`src/rtl/mux_scan_sequencer_if.sv`:
```
// Signal bundle between the mux scan sequencer and its environment.
// The master drives pins and mode controls; the slave (the sequencer) drives the mux side.
interface mux_scan_sequencer_if;
   logic [3:0] raw_in;
   logic [1:0] man_sel;
   logic       auto_en;
   logic [1:0] sel;
   logic [3:0] data_out;
   logic       dwell_done;
   logic       scan_wrap;

   modport master (
      output raw_in, man_sel, auto_en,
      input  sel, data_out, dwell_done, scan_wrap
   );

   modport slave (
      input  raw_in, man_sel, auto_en,
      output sel, data_out, dwell_done, scan_wrap
   );
endinterface

```
`src/rtl/mux_scan_sequencer.sv`:
```
// Feeder for a 4:1 output mux: synchronises and debounces four pins, generates the
// channel select (auto-scan or manual) and flags when the selected output has settled.
module mux_scan_sequencer #(
   parameter int DWELL_CYCLES = 8,
   parameter int DB_CYCLES    = 4,
   parameter int SYNC_STAGES  = 2
) (
   input  logic                  clk,
   input  logic                  rst,
   mux_scan_sequencer_if.slave   seq_if
);

   localparam int DBW = $clog2(DB_CYCLES + 1);
   localparam int DWW = $clog2(DWELL_CYCLES);
   localparam logic [DBW-1:0] DB_LAST = DBW'(DB_CYCLES - 1);
   localparam logic [DWW-1:0] DW_LAST = DWW'(DWELL_CYCLES - 1);
   localparam logic [DWW-1:0] DW_PRE  = DWW'(DWELL_CYCLES - 2);

   typedef enum logic {MANUAL, SCAN} state_e;

   logic [3:0]     sync_q [SYNC_STAGES];
   logic [3:0]     synced;
   logic [3:0]     data_q, data_d;
   logic [DBW-1:0] db_cnt_q [4];
   logic [DBW-1:0] db_cnt_d [4];

   state_e         state_q;
   logic [1:0]     sel_q;
   logic [DWW-1:0] dw_cnt_q;
   logic           dwell_q;
   logic           wrap_q;

   assign synced = sync_q[SYNC_STAGES-1];

   // A bit is accepted once it has differed from data_out on DB_CYCLES consecutive edges.
   always_comb begin
      data_d = data_q;
      for (int i = 0; i < 4; i++) begin
         db_cnt_d[i] = '0;
         if (synced[i] != data_q[i]) begin
            if (db_cnt_q[i] == DB_LAST) begin
               data_d[i] = synced[i];
            end else begin
               db_cnt_d[i] = db_cnt_q[i] + DBW'(1);
            end
         end
      end
   end

   always_ff @(posedge clk) begin
      if (rst) begin
         for (int s = 0; s < SYNC_STAGES; s++) sync_q[s] <= '0;
         for (int i = 0; i < 4; i++) db_cnt_q[i] <= '0;
         data_q <= '0;
      end else begin
         sync_q[0] <= seq_if.raw_in;
         for (int s = 1; s < SYNC_STAGES; s++) sync_q[s] <= sync_q[s-1];
         for (int i = 0; i < 4; i++) db_cnt_q[i] <= db_cnt_d[i];
         data_q <= data_d;
      end
   end

   // dwell_done/scan_wrap are raised on the edge where the counter becomes DWELL_CYCLES-1,
   // so they are visible while sel still points at the settled channel.
   always_ff @(posedge clk) begin
      if (rst) begin
         state_q  <= MANUAL;
         sel_q    <= '0;
         dw_cnt_q <= '0;
         dwell_q  <= 1'b0;
         wrap_q   <= 1'b0;
      end else begin
         dwell_q <= 1'b0;
         wrap_q  <= 1'b0;
         case (state_q)
            MANUAL: begin
               if (seq_if.auto_en) begin
                  state_q  <= SCAN;
                  sel_q    <= '0;
                  dw_cnt_q <= '0;
               end else if (seq_if.man_sel != sel_q) begin
                  sel_q    <= seq_if.man_sel;
                  dw_cnt_q <= '0;
               end else if (dw_cnt_q != DW_LAST) begin
                  dw_cnt_q <= dw_cnt_q + DWW'(1);
                  dwell_q  <= (dw_cnt_q == DW_PRE);
               end
            end
            SCAN: begin
               if (!seq_if.auto_en) begin
                  state_q  <= MANUAL;
                  sel_q    <= seq_if.man_sel;
                  dw_cnt_q <= '0;
               end else if (dw_cnt_q == DW_LAST) begin
                  sel_q    <= sel_q + 2'd1;
                  dw_cnt_q <= '0;
               end else begin
                  dw_cnt_q <= dw_cnt_q + DWW'(1);
                  if (dw_cnt_q == DW_PRE) begin
                     dwell_q <= 1'b1;
                     wrap_q  <= (sel_q == 2'd3);
                  end
               end
            end
            default: state_q <= MANUAL;
         endcase
      end
   end

   assign seq_if.sel        = sel_q;
   assign seq_if.data_out   = data_q;
   assign seq_if.dwell_done = dwell_q;
   assign seq_if.scan_wrap  = wrap_q;

endmodule

```
`src/flat_wrapper.sv`:
```
// flat-port wrapper written by rule: the top's interface ports become plain ports
module mux_scan_sequencer_flat 
#(
   parameter int DWELL_CYCLES = 8,
   parameter int DB_CYCLES    = 4,
   parameter int SYNC_STAGES  = 2
)
  (clk, rst, seq_if_raw_in, seq_if_man_sel, seq_if_auto_en, seq_if_sel, seq_if_data_out, seq_if_dwell_done, seq_if_scan_wrap);
  mux_scan_sequencer_if seq_if_i ();
  input  logic clk;
  input  logic rst;
  input wire logic [$bits(seq_if_i.raw_in)-1:0] seq_if_raw_in;
  input wire logic [$bits(seq_if_i.man_sel)-1:0] seq_if_man_sel;
  input wire logic [$bits(seq_if_i.auto_en)-1:0] seq_if_auto_en;
  output wire logic [$bits(seq_if_i.sel)-1:0] seq_if_sel;
  output wire logic [$bits(seq_if_i.data_out)-1:0] seq_if_data_out;
  output wire logic [$bits(seq_if_i.dwell_done)-1:0] seq_if_dwell_done;
  output wire logic [$bits(seq_if_i.scan_wrap)-1:0] seq_if_scan_wrap;
  assign seq_if_i.raw_in = seq_if_raw_in;
  assign seq_if_i.man_sel = seq_if_man_sel;
  assign seq_if_i.auto_en = seq_if_auto_en;
  assign seq_if_sel = seq_if_i.sel;
  assign seq_if_data_out = seq_if_i.data_out;
  assign seq_if_dwell_done = seq_if_i.dwell_done;
  assign seq_if_scan_wrap = seq_if_i.scan_wrap;
  mux_scan_sequencer #(.DWELL_CYCLES(DWELL_CYCLES), .DB_CYCLES(DB_CYCLES), .SYNC_STAGES(SYNC_STAGES)) u_core (.clk(clk), .rst(rst), .seq_if(seq_if_i));
endmodule
```
`config.mk`:
```
export PLATFORM = sky130hd
export DESIGN_NAME = mux_scan_sequencer_flat
export DESIGN_NICKNAME = d
export VERILOG_FILES = /design/src/rtl/mux_scan_sequencer_if.sv /design/src/rtl/mux_scan_sequencer.sv /design/src/flat_wrapper.sv
export SDC_FILE = /design/constraint.sdc
export NUM_CORES = 1
export LEC_CHECK = 0
export BUFFER_PORTS_ARGS = -buffer_cell sky130_fd_sc_hd__buf_4
export CAP_MARGIN = 20
export CORE_MARGIN = 10
export CORE_UTILIZATION = 46
export CTS_BUF_LIST = sky130_fd_sc_hd__clkbuf_4 sky130_fd_sc_hd__clkbuf_8
export DETAILED_ROUTE_END_ITERATION = 12
export GPL_TIMING_DRIVEN = 0
export PLACE_DENSITY = 0.68
export SKIP_LAST_GASP = 1
export SLEW_MARGIN = 20
export SYNTH_ARGS = -nofsm -noshare
export SYNTH_HDL_FRONTEND = slang
export SYNTH_SLANG_ARGS = --single-unit
```
`constraint.sdc`:
```
create_clock -name clk -period 1.8 [get_ports clk]
set_input_delay 0.09 -clock clk [delete_from_list [all_inputs] [get_ports clk]]
set_output_delay 0.09 -clock clk [all_outputs]
set_load 0.005 [all_outputs]
```
# After elaboration in Yosys (flattened, before gate mapping)

Memories as Yosys holds them, arrays and structs flattened.
Index checks and enable logic that the tools add are counted.

Bits of input ports: 9
Bits in registers: 12
Word-level logic and storage cells: 84
Memory bits (writable): 20
Output and inout bits: 8
Memories kept: 2

Eq/ne operators: 16
Reductions and logical operators: 6
Add/subtract/negate cells: 6
Bitwise operators: 9
Mux-type cells: 36

Memories:

| name            | depth | bits a word | read ports | clocked after Yosys merged registers in | write ports | line                     | source |
|---|---|---|---|---|---|---|---|
| u_core.db_cnt_q | 4     | 3           | 4          | 0                                       | 4           | mux_scan_sequencer.sv:24 | `logic [DBW-1:0] db_cnt_q [4];` |
| u_core.sync_q   | 2     | 4           | 2          | 0                                       | 2           | mux_scan_sequencer.sv:21 | `logic [3:0] sync_q [SYNC_STAGES];` |

Operator list:

| cell                                                                  | number |
|---|---|
| 3-bit two-way mux                                                     | 17 |
| 3-bit by 1-bit adder with 3-bit output, second input constant         | 5 |
| 3-bit by 2-bit equality test with 1-bit output, second input constant | 4 |
| 1-bit two-way mux                                                     | 10 |
| 2-bit AND reduction                                                   | 5 |
| 2-bit two-way mux                                                     | 4 |
| 4-bit two-way mux                                                     | 2 |
| 3-bit equality test, second input constant                            | 2 |
| 3-bit != test, second input constant                                  | 2 |
| 1-bit OR                                                              | 6 |
| 3-bit one-hot mux with 2 select lines                                 | 1 |
| 5-bit OR reduction                                                    | 1 |
| 1-bit != test                                                         | 4 |
| 4-bit by 2-bit != test with 1-bit output, second input constant       | 1 |
| 2-bit one-hot mux with 2 select lines                                 | 1 |
| 3-bit by 2-bit != test with 1-bit output, second input constant       | 1 |
| 1-bit inverter                                                        | 3 |
| 2-bit by 1-bit adder with 2-bit output, second input constant         | 1 |
| 2-bit equality test, second input constant                            | 1 |
| 2-bit != test                                                         | 1 |
| 1-bit one-hot mux with 2 select lines                                 | 1 |

# Logic depth before layout (Yosys ltp)

Gate-level depths: netlist (run 1).

Word-level depth: 5
Depth in mapped cells: 6

# Worst setup path after synthesis (run 1)

Ideal clock, no wire load.

Path kind: flip-flop to flip-flop
From: register u_core.dw_cnt_q[0]
To: register u_core.sel_q[0], in the netlist u_core.seq_if.sel[0]
Data required time: 1709 ps
Data arrival time: 1353 ps
Path buffers: 0
Setup slack: 356 ps
Stages on the path, launching flop included: 7
Setup time: 91 ps
Path through: dfxtp_1 > ha_1 > ha_1 > nand3b_1 > o41a_1 > nor2_1 > a311oi_1

Longest elaborated chain between the ends: 3

RTL lines:

| what                          | line                     | source |
|---|---|---|
| from (decl)                   | mux_scan_sequencer.sv:29 | `logic [DWW-1:0] dw_cnt_q;` |
| from (signal assigned)        | mux_scan_sequencer.sv:85 | `dw_cnt_q <= dw_cnt_q + DWW'(1);` |
| from (signal assigned)        | mux_scan_sequencer.sv:98 | `dw_cnt_q <= dw_cnt_q + DWW'(1);` |
| 3-bit equality test           | mux_scan_sequencer.sv:94 | `end else if (dw_cnt_q == DW_LAST) begin` |
| 3-bit != test (no line)       | -                        |  |
| 2-bit AND reduction (no line) | -                        |  |
| to (signal assigned)          | mux_scan_sequencer.sv:82 | `sel_q <= seq_if.man_sel;` |
| to (signal assigned)          | mux_scan_sequencer.sv:92 | `sel_q <= seq_if.man_sel;` |
| to (signal assigned)          | mux_scan_sequencer.sv:95 | `sel_q <= sel_q + 2'd1;` |
| to (decl)                     | mux_scan_sequencer.sv:28 | `logic [1:0] sel_q;` |

Every way passes these cells.
A chain may end at the register's enable or synchronous reset.

# Worst setup path in the final report (run 1)

From: register u_core.dw_cnt_q[0]
To: register u_core.sel_q[1], in the netlist u_core.seq_if.sel[1]

Same word-level chain as after synthesis.

==> reports/metrics.csv, run 1 <==
stage;metric;value;unit
outcome;status;finished, final reports clean;
critical_path;Worst Setup Start Kind;flip-flop;
detailed_routing;Routed WL;2180;um
timing;Slew HR;67.9;%
detailed_routing;Initial DRC Count;15;
layout;diode count;0;
global_routing;initial antenna violation count;0;
global_routing;largest net degree at the start of global routing;11;
clocking;Inserted Clock Buffers;5;
synthesis;EDFF count, synth;0;
synthesis;Post-Syn Instances;120;
synthesis;Syn. warnings;0;
detailed_routing;number of detailed-route iterations in the first pass;4;
flow_run;max-cap viol count;0;
critical_path;CP max FO;7;
pwr;Peak supply drop;630;uV
critical_path;endpoint class of the critical path;flip-flop;
timing;Setup-failing EPs final;0;
critical_path;worst path arrival time;1.82;ns
synthesis;Mapped Nets;141;
synthesis;Primary FF master, synth;dfxtp_1;
clocking;Worst-path clk slew;0.09;ns
timing;Max Clock Freq;634;MHz
critical_path;critical path's top delay family;compound AO/OA/AOI/OAI gates;
placed_design;dpl hpwl;1640;um
placed_design;IO Port Bufs;16;
clocking;later-pin clock latency in the skew report;0.33;ns
timing;fin crit period;1.58;ns
pwr;Lkg Pwr;0.631;nW
layout;P&R area growth vs syn;21.3;%
timing;Hold WS;0.00889;ns
synthesis;Synth area leader;dfxtp_1;
timing;Fin. Hold Viols;0;
detailed_routing;number of routed nets with antenna violations;0;
synthesis;post-synthesis sequential area ratio;51.2;%
timing;Worst-Margin Slew;0.481;ns
die;Ports;17;
critical_path;reg-to-reg endpoint;u_core.seq_if.sel[1];
critical_path;worst reg2reg startpoint;u_core.dw_cnt_q[0];
clocking;Post-CTS Setup Inserts;0;
hold_path;Worst Hold Path EP;u_core.dw_cnt_q[0];
layout;layout cells sized above 1;18.9;%
global_routing;vias in the first global route;876;
placed_design;Setup WS pre-CTS;0.143;ns
global_routing;GRT overflow;0;
timing;Final Max Tran Viols;0;
critical_path;WP data required;2.04;ns
clocking;H-tree depth;2;
critical_path;crit-path cells;ha_1 -> ha_2 -> nand3b_1 -> o41a_1 -> nor2_1 -> a311oi_1;
synthesis;asr flop ratio synth;0;%
critical_path;Crit path buffers/inverters;0;
clocking;CTS Root Cell;clkbuf_4;
die;Die W;72.2;um
synthesis;Yosys top cell area share;51.2;%
timing;aggregate negative setup slack;0;ns
pwr;Pwr Total;1.28;mW
synthesis;Synth Cell Area;1250;sq um
detailed_routing;vias per cell;4.79;
global_routing;first-pass GRT wire length;3730;um
detailed_routing;DRC viols;0;
clocking;CTS Sinks;32;
synthesis;synthesis-stage register bit count;32;
synthesis;syn_area_per_cell;10.4;sq um
layout;Util after Layout;59.6;%
die;core area;2540;sq um
die;starting density of the core;49.2;%
hold_path;Worst Hold Depth;2;
timing;Worst Skew;0.00357;ns
timing;RSZ-0062 raised after global routing;no;
layout;nets@finish;168;
detailed_routing;DR WL/cell;12.2;um
die;row cnt;18;
hold_path;Hold WC Path Type;input port to flip-flop;
synthesis;largest cells by area after synthesis;dfxtp_1 51%, ha_1 12%, nor2_1 6.3%;
die;die area;5210;sq um
critical_path;slowest stage delay, CP;0.39;ns
synthesis;unique cell type count in the Yosys netlist;25;
synthesis;commonest cells in the netlist;32 x dfxtp_1, 21 x nor2_1, 12 x ha_1;
critical_path;slowest cell on the critical path;dfxtp_1;
synthesis;most frequent cell after synthesis;dfxtp_1;
global_routing;GRT Overall Usage;9.30;%
critical_path;r2r setup slk;0.22;ns
die;die height;72.2;um
clocking;CTS tree;built;
hold_path;launch point of the worst hold path;rst;
placed_design;GPL Wtd Cong;0.707;
timing;Worst Setup Slack, final;0.222;ns
detailed_routing;via count;853;
clocking;Clock Tree Buf Depth;2;
critical_path;kind of critical path;flip-flop to flip-flop;
critical_path;R2R cell count;6;
timing;final worst path period share;87.7;%
pwr;Pwr Density;846;nW/um^2
[metrics by stage]
step / instances / area, sq um
detailed placement: 166 / 1410
CTS: 178 / 1520
finish: 178 / 1520
global placement: 166 / 1410
floorplan: 120 / 1250
global route: 178 / 1520
[cell usage in the layout, fill, tap and decap left out, drive strengths merged]
master       count
o21ai            1
nor4             3
mux2             1
dfxtp           32
buf             16
or3              4
a22oi            1
inv             10
o41ai            1
nor2            21
o41a             1
a311oi           2
clkbuf          10
a21oi            1
ha              12
xnor2            4
xor2             2
nand3            1
nand2            2
nor2b            9
nand2b           2
nand4b           1
mux2i            4
dlygate4sd3      4
nand3b           2
and2             1
[power by group]
part	leakage (nW)	internal (mW)	switching (mW)	total (mW)
Combinational	0.330	0.0485	0.0450	0.0935
Clock	0.0394	0.223	0.228	0.451
Sequential	0.261	0.726	0.0138	0.740
Total	0.631	0.997	0.287	1.28
[layout make-up]
class | instances | area (sq um)
plain buffers | 2 | 7.51
multi-input cells | 76 | 568
clock buffers | 8 | 66.3
fillers | 220 | 1030
repair buffers | 20 | 160
inverters | 10 | 37.5
flip-flops and latches | 32 | 641
well taps | 30 | 37.5
[worst max-delay path by stage]
stage	start	endpoint	slack [ns]	depth (start not counted)
2_1_floorplan	u_core.dw_cnt_q[0]	u_core.seq_if.sel[0]	0.36	6
3_3_place_gp	u_core.dw_cnt_q[0]	u_core.seq_if.sel[0]	0.21	6
3_5_place_dp	u_core.dw_cnt_q[0]	u_core.seq_if.sel[1]	0.14	6
4_1_cts	u_core.dw_cnt_q[0]	u_core.seq_if.sel[1]	0.13	6
5_1_grt	u_core.dw_cnt_q[0]	u_core.seq_if.sel[1]	0.06	6
6_report	u_core.dw_cnt_q[0]	u_core.seq_if.sel[1]	0.22	6
[registers in the layout (all words and copies together) (netlist names)]
register                  cells
u_core.db_cnt_q              12
u_core.dw_cnt_q               3
u_core.seq_if.data_out        4
u_core.seq_if.dwell_done      1
u_core.seq_if.scan_wrap       1
u_core.seq_if.sel             2
u_core.state_q                1
u_core.sync_q                 8
[cell families after synthesis]
family | share of synthesized area [%]
multiplexers | 4.10
XOR/XNOR | 4.20
AND/OR/NAND/NOR | 19.9
AO/OA/AOI/OAI | 5.00
adder cells (fa/ha/maj) | 12.0
flip-flops | 51.2
buffers and inverters | 3.60
[per-layer routing]
metal	wire length [um]	track usage, %	up-vias
li1	-	-	450
met1	897	8.47	376
met2	1060	15.6	21
met3	169	4.49	6
met4	51	7.10	0
met5	0	0	-
[timing repair]
action                                 in CTS  in global routing
endpoints found under the hold margin       4                  0
setup endpoints to repair                   0                  2
hold buffers                                4                  0
resized for setup                           0                  1
[worst reg2reg max path, cell delays in order (launching register included)]
cell and delay (ns):
dfxtp_1 0.39, ha_1 0.18, ha_2 0.25, nand3b_1 0.15
o41a_1 0.23, nor2_1 0.06, a311oi_1 0.23
Note: power is estimated with default switching activity, not from simulation.
==> run 2: changes to the inputs <==
- CORE_UTILIZATION: 46 -> 55
- PLACE_DENSITY: 0.68 -> 0.79
==> reports/metrics.csv, run 2 (synthesis results as in run 1) <==
stage;metric;value;unit;change
detailed_routing;via count;877;;+2.8%
global_routing;first-pass GRT wire length;3680;um;-1.5%
timing;Worst Skew;0.00709;ns;+0.00352 ns
global_routing;largest net degree at the start of global routing;11;;unchanged
hold_path;launch point of the worst hold path;seq_if_auto_en;;
timing;Final Max Tran Viols;0;;unchanged
clocking;Clock Tree Buf Depth;2;;unchanged
critical_path;reg-to-reg endpoint;u_core.seq_if.sel[0];;
layout;Largest Register;u_core.db_cnt_q;;
critical_path;crit-path cells;ha_1 -> ha_2 -> nand3b_1 -> o41a_1 -> nor2_1 -> a311oi_1;;
critical_path;Worst Setup Start Kind;flip-flop;;
critical_path;slowest stage delay, CP;0.41;ns;+0.02 ns
pwr;Pwr Density;836;nW/um^2;-1.2%
die;die area;4580;sq um;-12%
critical_path;WP data required;2.02;ns;-0.02 ns
detailed_routing;Routed WL;2090;um;-4.0%
layout;max reg flops;12;;unchanged
clocking;CTS Root Cell;clkbuf_4;;
clocking;Post-CTS Setup Inserts;0;;unchanged
placed_design;Placement Cell Area;1410;sq um;-0.18%
timing;final worst path period share;88.2;%;+0.56 points
layout;diode count;0;;unchanged
clocking;Worst-path clk slew;0.09;ns;about the same
clocking;CTS tree;built;;
die;row cnt;17;;-1
timing;Max Clock Freq;630;MHz;-0.63%
die;Ports;17;;unchanged
placed_design;IO Port Bufs;16;;unchanged
timing;RSZ-0062 raised after global routing;no;;
layout;layout cells sized above 1;18.8;%;-0.13 points
layout;Post-Layout Inst Area;1530;sq um;+0.49%
timing;Slew HR;67.0;%;-0.90 points
critical_path;worst reg2reg startpoint;u_core.dw_cnt_q[0];;
detailed_routing;number of detailed-route iterations in the first pass;4;;unchanged
detailed_routing;DRC viols;0;;unchanged
global_routing;initial antenna violation count;0;;unchanged
critical_path;r2r setup slk;0.21;ns;about the same
hold_path;Worst Hold Path EP;u_core.state_q;;
global_routing;GRT overflow;0;;unchanged
critical_path;Crit path buffers/inverters;0;;unchanged
detailed_routing;DR WL/cell;11.8;um;-3.5%
outcome;status;finished, final reports clean;;
critical_path;endpoint class of the critical path;flip-flop;;
timing;Fin. Hold Viols;0;;unchanged
detailed_routing;vias per cell;4.95;;+3.4%
timing;Worst-Margin Slew;0.494;ns;+0.0135 ns
layout;most frequent cells in the layout;32 x dfxtp_1, 21 x nor2_1, 16 x buf_4;;
critical_path;critical path's top delay family;compound AO/OA/AOI/OAI gates;;
placed_design;GPL Wtd Cong;0.652;;-7.7%
pwr;Lkg Pwr;0.635;nW;+0.66%
hold_path;Worst Hold Depth;2;;unchanged
layout;P&R area growth vs syn;21.9;%;
clocking;later-pin clock latency in the skew report;0.31;ns;-0.02 ns
placed_design;dpl hpwl;1550;um;-5.6%
global_routing;GRT Overall Usage;10.4;%;+1.1 points
die;die height;67.7;um;-6.2%
die;Die W;67.7;um;-6.2%
detailed_routing;Initial DRC Count;37;;+22
clocking;Inserted Clock Buffers;5;;unchanged
critical_path;kind of critical path;flip-flop to flip-flop;;
timing;fin crit period;1.59;ns;+0.0101 ns
critical_path;R2R cell count;6;;unchanged
pwr;Pwr Total;1.27;mW;-0.75%
global_routing;vias in the first global route;844;;-3.7%
pwr;Peak supply drop;684;uV;+8.6%
timing;Setup-failing EPs final;0;;unchanged
layout;commonest non-fill, non-tap cell in the layout;dfxtp_1;;
layout;Register Area;641;sq um;unchanged
detailed_routing;number of routed nets with antenna violations;0;;unchanged
die;core area;2190;sq um;-14%
layout;Filler Cell Count;168;;-24%
clocking;CTS Sinks;32;;unchanged
critical_path;CP max FO;7;;unchanged
critical_path;slowest cell on the critical path;dfxtp_1;;
placed_design;placed insts;164;;-1.2%
layout;nets@finish;169;;+0.60%
flow_run;max-cap viol count;0;;unchanged
layout;Final Non-Filler Cells;177;;-0.56%
layout;area of the multi-input gates;568;sq um;unchanged
timing;aggregate negative setup slack;0;ns;unchanged
clocking;H-tree depth;2;;unchanged
layout;Util after Layout;69.6;%;+10 points
critical_path;worst path arrival time;1.81;ns;about the same
die;starting density of the core;57.1;%;+7.9 points
hold_path;Hold WC Path Type;input port to flip-flop;;
[run 2: repair_timing]
action,in CTS,in global routing
endpoints found under the hold margin,4,1
hold buffers,4,1
setup endpoints to repair,0,1
resized for setup,0,1
[run 2: worst max-delay path by stage]
stage | end | startpoint | cells after the start | slack, ns
6_report | u_core.seq_if.sel[0] | u_core.dw_cnt_q[0] | 6 | 0.21
5_1_grt | u_core.seq_if.sel[1] | u_core.dw_cnt_q[0] | 6 | 0.04
4_1_cts | u_core.seq_if.sel[0] | u_core.dw_cnt_q[0] | 6 | 0.11
3_3_place_gp | u_core.seq_if.sel[0] | u_core.dw_cnt_q[0] | 6 | 0.21
2_1_floorplan | u_core.seq_if.sel[0] | u_core.dw_cnt_q[0] | 6 | 0.36
3_5_place_dp | u_core.seq_if.sel[1] | u_core.dw_cnt_q[0] | 6 | 0.15
[run 2: area by class of cell]
cell class	count	area share, %
flip-flops and latches	32	42.0
multi-input cells	76	37.2
repair buffers	21	11.2
clock buffers	8	4.35
inverters	10	2.46
well taps	28	2.30
plain buffers	2	0.492
[run 2: worst register-to-register path, stage by stage (launching register included)]
cell and delay [ns]:
dfxtp_1 0.41, ha_1 0.18, ha_2 0.25, nand3b_1 0.16, o41a_1 0.22, nor2_1 0.05
a311oi_1 0.24
[run 2: stage by stage]
stage | worst slack [ns] | hold slack (ns)
finish | 0.212 | 0.0687
global route | 0.0423 | 0.0661
CTS | 0.113 | 0.0154
detailed placement | 0.150 | 0.309
global placement | 0.214 | 0.308
floorplan | 0.356 | 0.190
[run 2: routing by layer]
metal / track usage (%) / wire, um / part of all wire [%]
met5: 0 / 0 / 0
met4: 3.85 / 17 / 0.81
met3: 5.95 / 145 / 6.9
met2: 16.8 / 1000 / 48
met1: 11.1 / 924 / 44
[run 2: power by group]
group / leakage, nW / total [mW] / internal (mW) / switching [mW]
clock network: 0.0394 / 0.440 / 0.223 / 0.217
registers: 0.261 / 0.740 / 0.726 / 0.0141
logic: 0.335 / 0.0947 / 0.0499 / 0.0448
